### src/rtl/tte_pkg.sv
// Shared types and helpers for the truth-table extractor.
package tte_pkg;

   localparam int TTE_N_VARS   = 4;
   localparam int TTE_N_MT     = 2**TTE_N_VARS;
   // Upper bound for the scan helper; covers functions of up to 8 inputs.
   localparam int TTE_MAX_VARS = 8;
   localparam int TTE_MAX_MT   = 2**TTE_MAX_VARS;

   typedef enum logic [1:0] {
      IDLE  = 2'd0,
      SWEEP = 2'd1,
      EMIT  = 2'd2,
      FIN   = 2'd3
   } tte_state_e;

   // True when any truth-table bit strictly above position p is set.
   function automatic logic f_any_above(input logic [TTE_MAX_MT-1:0]   tt,
                                        input logic [TTE_MAX_VARS-1:0] p);
      logic [TTE_MAX_MT-1:0] above;
      above = (tt >> p) >> 1;
      return |above;
   endfunction

endpackage

### src/rtl/tte_emit.sv
// Minterm emitter: walks the captured truth table in ascending order and
// presents each set index on a valid/ready port, holding it until accepted.
module tte_emit
   import tte_pkg::*;
#(
   parameter int N_VARS = TTE_N_VARS
) (
   input  logic                   clk,
   input  logic                   rst,
   input  logic                   en,
   input  logic [2**N_VARS-1:0]   tt,
   input  logic                   mt_ready,
   output logic                   mt_valid,
   output logic [N_VARS-1:0]      mt_index,
   output logic                   mt_last,
   output logic                   xfer_last
);

   localparam int N_MT = 2**N_VARS;

   logic [N_VARS-1:0]       ptr;
   logic [TTE_MAX_MT-1:0]   tt_ext;
   logic [TTE_MAX_VARS-1:0] ptr_ext;
   logic                    hit;

   // Widen table and pointer to the helper's fixed argument widths.
   always_comb begin
      tt_ext                 = '0;
      tt_ext[N_MT-1:0]       = tt;
      ptr_ext                = '0;
      ptr_ext[N_VARS-1:0]    = ptr;
   end

   // Pointer only moves on a clear bit or an accepted minterm, so index/last hold under backpressure.
   assign hit       = en & tt[ptr];
   assign mt_valid  = hit;
   assign mt_index  = hit ? ptr : '0;
   assign mt_last   = hit & ~f_any_above(tt_ext, ptr_ext);
   assign xfer_last = mt_last & mt_ready;

   // Scan pointer: parked at 0 outside EMIT, advances one index per cycle otherwise.
   always_ff @(posedge clk) begin
      if (rst) begin
         ptr <= '0;
      end else if (!en) begin
         ptr <= '0;
      end else if (!hit || mt_ready) begin
         ptr <= ptr + N_VARS'(1);
      end else begin
         ptr <= ptr;
      end
   end

endmodule

### src/rtl/truth_table_extractor.sv
// Truth-table extractor: sweeps all input combinations of a probed function,
// captures its response into tt and streams the minterm indices out.
module truth_table_extractor
   import tte_pkg::*;
#(
   parameter int N_VARS   = TTE_N_VARS,
   parameter int EVAL_LAT = 1
) (
   input  logic                   clk,
   input  logic                   rst,
   input  logic                   start,
   output logic                   busy,
   output logic                   done,
   output logic [N_VARS-1:0]      probe_vec,
   output logic                   probe_vld,
   input  logic                   resp_bit,
   output logic [2**N_VARS-1:0]   tt,
   output logic [N_VARS:0]        mt_count,
   output logic                   mt_valid,
   input  logic                   mt_ready,
   output logic [N_VARS-1:0]      mt_index,
   output logic                   mt_last
);

   localparam int N_MT = 2**N_VARS;

   tte_state_e          state;
   tte_state_e          state_nxt;
   logic [N_VARS:0]     probe_cnt;
   logic [N_VARS-1:0]   tag_idx [EVAL_LAT];
   logic                tag_vld [EVAL_LAT];
   logic                tag_ret_vld;
   logic [N_VARS-1:0]   tag_ret_idx;
   logic                sweep_last;
   logic                start_acc;
   logic                emit_en;
   logic                emit_last;

   assign start_acc   = (state == IDLE) && start;
   assign probe_vld   = (state == SWEEP) && (probe_cnt < (N_VARS+1)'(N_MT));
   assign probe_vec   = probe_vld ? probe_cnt[N_VARS-1:0] : '0;
   assign tag_ret_vld = tag_vld[EVAL_LAT-1];
   assign tag_ret_idx = tag_idx[EVAL_LAT-1];
   assign sweep_last  = tag_ret_vld && (tag_ret_idx == N_VARS'(N_MT-1));
   assign emit_en     = (state == EMIT);
   assign busy        = (state == SWEEP) || (state == EMIT);
   assign done        = (state == FIN);

   // State register.
   always_ff @(posedge clk) begin
      if (rst) begin
         state <= IDLE;
      end else begin
         state <= state_nxt;
      end
   end

   // Next-state: sweep until the last tag retires, emit until the final minterm is taken.
   always_comb begin
      state_nxt = state;
      case (state)
         IDLE: begin
            if (start) state_nxt = SWEEP;
            else       state_nxt = IDLE;
         end
         SWEEP: begin
            if (sweep_last) state_nxt = EMIT;
            else            state_nxt = SWEEP;
         end
         EMIT: begin
            if ((mt_count == '0) || emit_last) state_nxt = FIN;
            else                               state_nxt = EMIT;
         end
         FIN: begin
            state_nxt = IDLE;
         end
         default: begin
            state_nxt = IDLE;
         end
      endcase
   end

   // Probe counter: issues 0..N_MT-1, then stops while the tag pipe drains.
   always_ff @(posedge clk) begin
      if (rst || start_acc) begin
         probe_cnt <= '0;
      end else if (probe_vld) begin
         probe_cnt <= probe_cnt + (N_VARS+1)'(1);
      end else begin
         probe_cnt <= probe_cnt;
      end
   end

   // Tag pipe: pairs each probe index with the response arriving EVAL_LAT cycles later.
   always_ff @(posedge clk) begin
      if (rst || start_acc) begin
         for (int i = 0; i < EVAL_LAT; i++) begin
            tag_vld[i] <= 1'b0;
            tag_idx[i] <= '0;
         end
      end else begin
         tag_vld[0] <= probe_vld;
         tag_idx[0] <= probe_vec;
         for (int i = 1; i < EVAL_LAT; i++) begin
            tag_vld[i] <= tag_vld[i-1];
            tag_idx[i] <= tag_idx[i-1];
         end
      end
   end

   // Truth table and minterm count: cleared on accepted start, held after the sweep.
   always_ff @(posedge clk) begin
      if (rst || start_acc) begin
         tt       <= '0;
         mt_count <= '0;
      end else if ((state == SWEEP) && tag_ret_vld) begin
         tt[tag_ret_idx] <= resp_bit;
         if (resp_bit) mt_count <= mt_count + (N_VARS+1)'(1);
         else          mt_count <= mt_count;
      end else begin
         tt       <= tt;
         mt_count <= mt_count;
      end
   end

   tte_emit #(
      .N_VARS (N_VARS)
   ) u_emit (
      .clk       (clk),
      .rst       (rst),
      .en        (emit_en),
      .tt        (tt),
      .mt_ready  (mt_ready),
      .mt_valid  (mt_valid),
      .mt_index  (mt_index),
      .mt_last   (mt_last),
      .xfer_last (emit_last)
   );

endmodule
### config.mk
export PLATFORM = sky130hd
export DESIGN_NAME = truth_table_extractor
export DESIGN_NICKNAME = d
export VERILOG_FILES = /design/src/rtl/tte_pkg.sv /design/src/rtl/tte_emit.sv /design/src/rtl/truth_table_extractor.sv
export SDC_FILE = /design/constraint.sdc
export NUM_CORES = 1
export LEC_CHECK = 0
export ABC_AREA = 1
export CORE_MARGIN = 4
export CORE_UTILIZATION = 40
export CTS_BUF_LIST = sky130_fd_sc_hd__clkbuf_4 sky130_fd_sc_hd__clkbuf_8
export DETAILED_ROUTE_END_ITERATION = 6
export HOLD_SLACK_MARGIN = 0.06
export PLACE_DENSITY_LB_ADDON = 0.08
export SYNTH_ARGS = -nofsm -noshare
export SYNTH_HDL_FRONTEND = slang
export SYNTH_SLANG_ARGS = --single-unit
### constraint.sdc
create_clock -name clk -period 2.1 [get_ports clk]
set_input_delay 0.315 -clock clk [delete_from_list [all_inputs] [get_ports clk]]
set_output_delay 0.315 -clock clk [all_outputs]
set_load 0.03 [all_outputs]
==> results.py, run 1 <==
metrics = {
    "outcome": {
        "status": "finished clean",
    },
    "global_route": {
        "first_global_vias": 2096,
        "antenna_found_initial": 0,
        "grt_pass1_wl_um": 9710,
        "grt_overflow": 0,
        "grt_max_degree": 24,
        "track_usage_pct": 16.7,
    },
    "floorplanning": {
        "core_um2": 5470,
        "fp.dieH_um": 82.9,
        "dieArea_um2": 6870,
        "dieWidth_um": 82.9,
        "start_util_pct": 41.0,
        "core.rowCount": 27,
        "ioPinCount": 39,
    },
    "critical_path": {
        "path_cells": "buf_12 > nand2_1 > nand3_1 > nand2_1 > nand2_1 > nand2_2 > nor2_1 > nand2_1 > o21bai_2 > and2_4 > buf_6",
        "cp.arrival_ns": 1.77,
        "crit_type": "reg -> out",
        "max_stage_delay_ns": 0.42,
        "reg2reg_setup_slack_ns": 0.15,
        "critPathTopFamily": "simple AND/OR/NAND/NOR gates",
        "cp-start-kind": "register",
        "end_kind": "output port",
        "worst-path-buf-inv": 2,
        "worst-path-max-fanout": 11,
        "slowest_stage": "dfxtp_4",
        "worstPathRequired_ns": 1.78,
        "path_common_cell": "nand2_1",
    },
    "sta": {
        "fin_skew_ns": 0.00523,
        "hold_violations": 0,
        "grt_setup_unrepaired": "yes",
        "setup_violations": 0,
        "fin_crit_ns": 2.09,
        "maxSlewViolCount": 0,
        "min_period_over_period_pct": 99.3,
        "worst_pin_slew_ns": 0.582,
        "fmax_mhz": 480,
        "maxSlewHeadroom_pct": 60.9,
        "finalSetupTns_ns": 0,
    },
    "clock_network": {
        "cts-htree-levels": 2,
        "cts_tree": "yes",
        "postCtsHoldBufs": 0,
        "cts_buffer_depth": 2,
        "root_buffer": "clkbuf_8",
        "clkSlewWorstSetupHoldPaths_ns": 0.07,
        "insertion_delay_ns": 0.29,
        "cts_sinks": 37,
        "cts_buffers": 5,
    },
    "synth": {
        "synth_top_family_by_area": "simple AND/OR/NAND/NOR gates",
        "synthXorXnorAreaFrac_pct": 0,
        "yosysWarnings": 0,
        "syn_area_um2": 2240,
        "synth_fa_ha_area_share_pct": 5.02,
        "yosysSeqAreaShare_pct": 33.0,
        "ys_ff_latch": 37,
        "synth_nets": 369,
        "synth_compound_area_share_pct": 13.7,
        "ys_types": 30,
        "synthSimpleGateAreaFrac_pct": 36.5,
        "synth.avg_cell_area_um2": 6.32,
        "netlist_instances": 355,
        "synthMuxAreaShare_pct": 0,
    },
    "place": {
        "placed_area_um2": 2680,
        "gp_congestion": 0.780,
        "io_buffers": 38,
        "dp_hpwl_um": 4230,
    },
    "route": {
        "drtAntennaViolNets": 0,
        "num_vias": 2294,
        "drtIter0Drc": 72,
        "totalWireLength_um": 5750,
        "drt-wirelength-per-cell_um": 12.1,
        "dr.pass1.iters": 4,
        "via_per_inst": 4.83,
        "drc": 0,
    },
    "layout": {
        "diodes": 0,
        "fill_cells": 592,
        "finalInstanceArea_um2": 2880,
        "syn2layout_area_growth_pct": 28.1,
        "drive_above_1_share_pct": 12.7,
        "nNetsFinal": 418,
    },
    "hold_path": {
        "hp-class": "reg -> reg",
    },
    "power": {
        "cellPowerDensity_nw_per_um2": 437,
        "p_leak_nw": 1.19,
        "ir_drop_mv": 0.318,
    },
    "job": {
        "drv_cap": 0,
    },
}
-- sequential cells by signal, summed over array words and instances, names as in the netlist --
| name | flops |
|---|---|
| mt_count | 5 |
| probe_cnt | 5 |
| state | 2 |
| tag_idx | 4 |
| tag_vld | 1 |
| tt | 16 |
| u_emit.ptr | 4 |
-- synthesized netlist by cell type --
cell,count,area share [%]
a211oi_1,1,0.33
a21oi_1,27,6.0
a21oi_2,1,0.39
a311oi_1,2,0.78
a31oi_1,2,0.56
and2_1,1,0.28
buf_2,1,0.22
buf_4,3,1.0
buf_6,2,1.0
buf_8,1,0.67
clkbuf_1,3,0.50
clkinv_1,1,0.17
dfxtp_1,37,33
ha_1,9,5.0
inv_1,47,7.9
inv_2,2,0.33
nand2_1,108,18
nand2_2,2,0.56
nand3_1,33,7.4
nand3_2,2,0.89
nand3b_1,1,0.33
nand4_1,2,0.56
nor2_1,30,5.0
nor2_4,1,0.50
nor3_1,10,2.2
nor3_2,1,0.45
nor4_1,1,0.28
o21ai_0,22,4.9
o21ai_1,1,0.22
o21bai_2,1,0.50
-- per-layer routing --
metal	GRT usage (%)	share of wire (%)	vias to the layer above
li1	-	-	1228
met1	22.0	48	1021
met2	27.4	48	39
met3	3.67	3.5	6
met4	4.61	1.1	0
met5	0	0	-
-- stage by stage --
| step | worst slack [ns] | std cells | utilization [%] | hold slack [ns] | total power [mW] |
|---|---|---|---|---|---|
| floorplan | 0.113 | 355 | - | 0.387 | 0.785 |
| global placement | 0.214 | 463 | 49.0 | 0.486 | 0.823 |
| detailed placement | 0.181 | 463 | 49.0 | 0.482 | 0.824 |
| CTS | 0.00365 | 473 | 51.4 | 0.504 | 1.28 |
| global route | -0.120 | 475 | 52.6 | 0.541 | 1.33 |
| finish | 0.0145 | 475 | 52.6 | 0.504 | 1.26 |
-- where the power goes --
part	internal [mW]	total (mW)	switching [mW]
Clock	0.218	0.455	0.237
Sequential	0.705	0.710	0.00488
Combinational	0.0330	0.0932	0.0601
-- layout by cell type, fill, tap and decap left out, types with 3 or more instances in the layout --
cell type	synthesis	final
nand2_1	108	105
inv_1	47	45
dfxtp_1	37	35
nand3_1	33	33
nor2_1	30	27
a21oi_1	27	27
clkdlybuf4s50_1	0	26
o21ai_0	22	21
buf_4	3	17
nor3_1	10	10
ha_1	9	9
nand2_2	2	5
clkbuf_8	0	5
nor2_2	0	3
buf_6	2	3
-- cell families after synthesis --
kind of cell             count (synthesis)
buffers and inverters                   60
flip-flops                              37
AO/OA/AOI/OAI                           57
AND/OR/NAND/NOR                        192
adder cells (fa/ha/maj)                  9
-- worst reg2reg max path: stages (launching register included) --
cell,delay [ns]
dfxtp_4,0.42
clkbuf_16,0.18
nand2_1,0.06
nand3_1,0.09
nand3_1,0.09
nand2_2,0.10
nand2_1,0.06
o21ai_2,0.06
nand2_2,0.10
buf_4,0.15
buf_4,0.13
nor2_4,0.15
inv_2,0.06
a21oi_1,0.15
nor3_2,0.05
-- area by class of cell --
type | count | area (µm²) | area share, %
clock buffers | 5 | 68.8 | 2.39
clock inverters | 1 | 5.00 | 0.174
inverters | 50 | 199 | 6.92
multi-input cells | 258 | 1260 | 43.8
flip-flops and latches | 37 | 748 | 26.0
well taps | 72 | 90.1 | 3.13
repair buffers | 51 | 497 | 17.3
repair inverters | 1 | 7.51 | 0.261
-- worst paths after layout --
check	endpoint	from	cells after the start
worst max register to register	u_emit.ptr[2]	u_emit.ptr[0]	14
worst min-delay path	probe_cnt[4]	probe_cnt[4]	2
worst max-delay path	mt_last	u_emit.ptr[0]	11
worst min register to register	probe_cnt[4]	probe_cnt[4]	2
-- timing repair --
item                       in CTS  in global routing
setup buffers                   3                  1
setup endpoints to repair       8                  7
cloned                          1                  1
resized for setup              14                 12
No activity file was read; power rests on OpenSTA's default activity.
==> inputs of run 2 (changes only) <==
Settings changed: SYNTH_HIERARCHICAL from default to 1.
==> results.py, run 2 <==
metrics = {
    "critical_path": {
        "r2r-start": "u_emit/ptr[0]",
        "end_kind": "output port",
        "crit_type": "reg -> out",
        "rr_endpoint": "state[0]",
        "worstPathRequired_ns": 1.78,
        "reg2reg_setup_slack_ns": 0.37,
        "cp.arrival_ns": 1.76,
        "r2r_cells": 15,
        "cp-start-kind": "register",
        "worst-path-max-fanout": 5,
    },
    "synth": {
        "netlist_instances": 369,
        "yosysTopAreaCell": "dfxtp_1",
        "yosysMostFrequentCell": "nand2_1",
        "synth_commonest_cells": "nand2_1 (109), inv_1 (46), nor2_1 (40)",
        "synth.avg_cell_area_um2": 6.52,
        "synth_nets": 383,
        "synth_edf_count": 0,
        "synth_top_area_share_pct": 30.8,
        "yosysSeqAreaShare_pct": 30.8,
        "syn_area_um2": 2410,
        "synthArstFlopShare_pct": 0,
        "synthTopCellsByArea": "dfxtp_1 (31%), nand2_1 (17%), inv_1 (7.2%), nor2_1 (6.2%), nand3_1 (5.6%)",
        "ys_types": 31,
        "yosysWarnings": 6,
        "synth-main-ff-cell": "dfxtp_1",
        "ys_ff_latch": 37,
    },
    "hold_path": {
        "holdPathEnd": "probe_cnt[3]",
        "hold_path_depth": 2,
        "hp-class": "reg -> reg",
        "hold_start": "probe_cnt[3]",
    },
    "power": {
        "pwr-share-comb_pct": 6.7,
        "cellPowerDensity_nw_per_um2": 430,
        "swShare_pct": 26.4,
        "p_int_mw": 0.971,
        "p_sw_mw": 0.348,
        "ir_drop_mv": 0.294,
        "p_leak_nw": 1.31,
        "clock_power_share_pct": 39.5,
        "power_mw": 1.32,
        "seqPwrFrac_pct": 53.8,
    },
    "sta": {
        "maxSlewViolCount": 0,
        "grt_setup_unrepaired": "yes",
        "maxSlewHeadroom_pct": 67.5,
        "worst_pin_slew_ns": 0.487,
        "fin_skew_ns": 0.00349,
        "layout_setup_ws_ns": 0.0279,
        "fmax_mhz": 483,
        "setup_violations": 0,
        "hold_violations": 0,
        "min_period_over_period_pct": 98.7,
        "fin_crit_ns": 2.07,
        "finalSetupTns_ns": 0,
    },
    "route": {
        "via_per_inst": 4.90,
        "dr.pass1.iters": 4,
        "drtIter0Drc": 80,
        "drtAntennaViolNets": 0,
        "num_vias": 2394,
        "drt-wirelength-per-cell_um": 12.1,
        "drc": 0,
        "totalWireLength_um": 5900,
    },
    "clock_network": {
        "cts_buffers": 5,
        "insertion_delay_ns": 0.29,
        "root_buffer": "clkbuf_8",
        "cts_buffer_depth": 2,
        "postCtsHoldBufs": 0,
        "cts_sinks": 37,
        "clkSlewWorstSetupHoldPaths_ns": 0.08,
        "cts-htree-levels": 2,
        "cts_tree": "yes",
    },
    "layout": {
        "finalInstanceArea_um2": 3070,
        "reg_top3": "tt (16), mt_count (5), probe_cnt (5)",
        "stdcell_count": 489,
        "diodes": 0,
        "syn2layout_area_growth_pct": 27.6,
        "largest_reg_flops": 16,
        "layout_commonest_cell": "nand2_1",
        "drive_above_1_share_pct": 17.7,
        "nNetsFinal": 430,
        "top_register": "tt",
        "mostFrequentLayoutCells": "nand2_1 (101), inv_1 (45), nor2_1 (38), dfxtp_1 (36), clkdlybuf4s50_1 (27)",
    },
    "global_route": {
        "grt_pass1_wl_um": 10100,
        "first_global_vias": 2244,
        "grt_overflow": 0,
        "grt_max_degree": 21,
        "antenna_found_initial": 0,
        "track_usage_pct": 16.7,
    },
    "place": {
        "gp_congestion": 0.837,
        "place_inst": 476,
        "dp_hpwl_um": 4360,
        "io_buffers": 38,
        "placed_area_um2": 2850,
        "dp_slack_ns": 0.204,
    },
    "job": {
        "drv_cap": 0,
    },
    "floorplanning": {
        "dieWidth_um": 85.6,
        "start_util_pct": 42.4,
        "core_um2": 5680,
        "core.rowCount": 27,
        "fp.dieH_um": 85.6,
        "dieArea_um2": 7320,
        "ioPinCount": 39,
    },
    "outcome": {
        "status": "finished clean",
    },
}
-- run 2: cell type report --
type	count	area, µm²
fillers	594	2600
well taps	72	90.1
inverters	48	188
clock buffers	5	68.8
multi-input cells	274	1460
flip-flops and latches	37	744
clock inverters	3	21.3
repair buffers	50	504
-- run 2: cells by family after synthesis --
kind of cell | share of synthesized area [%]
DFF | 30.8
AOI/OAI and AO/OA | 8.73
adders and majority gates | 4.68
xor gates and xnor gates | 0.728
and+or+nand+nor | 44.4
buffers and inverters | 10.7
-- run 2: through the flow --
stage | hold slack, ns | utilization (%)
2_1_floorplan | 0.458 | -
3_3_place_gp | 0.489 | 50.2
3_5_place_dp | 0.494 | 50.2
4_1_cts | 0.506 | 51.8
5_1_grt | 0.538 | 54.1
6_report | 0.503 | 54.1
-- run 2: repair_timing --
action,in CTS,in global routing
gates resized for setup,7,20
gates cloned,0,2
buffers inserted,0,3
pin swaps,0,10
endpoints found under the setup margin,10,5
-- run 2: layer usage --
layer | track usage [%] | share of wire [%]
met1 | 20.6 | 45
met2 | 29.0 | 49
met3 | 3.36 | 4.2
met4 | 5.04 | 1.2
met5 | 0 | 0
-- run 2: power groups by stage --
stage,clock [mW],sequential (mW),combinational (mW)
detailed placement,0,0.728,0.0907
finish,0.521,0.710,0.0884
floorplan,0,0.728,0.0589
global placement,0,0.729,0.0907
global route,0.574,0.711,0.101
CTS,0.541,0.712,0.0896
-- run 2: worst max-delay path by stage --
stage | start | to | slack [ns]
after floorplan | tt[12] | mt_index[3] | 0.17
after global placement | u_emit/ptr[0] | mt_last | 0.23
after detailed placement | u_emit/ptr[0] | mt_last | 0.20
after CTS | u_emit/ptr[0] | mt_last | -0.003
after global routing | u_emit/ptr[0] | mt_last | -0.08
final | u_emit/ptr[0] | mt_last | 0.03
-- run 2: critical path, cell delays in order (launching register included) --
cell,delay [ns]
dfxtp_4,0.44
clkbuf_16,0.17
nand2_4,0.05
nand3_2,0.08
nand2_2,0.06
nand2_2,0.07
nand2_4,0.07
nor2_8,0.15
nand2_2,0.07
nor2_2,0.08
nand2_2,0.07
inv_2,0.05
buf_6,0.12
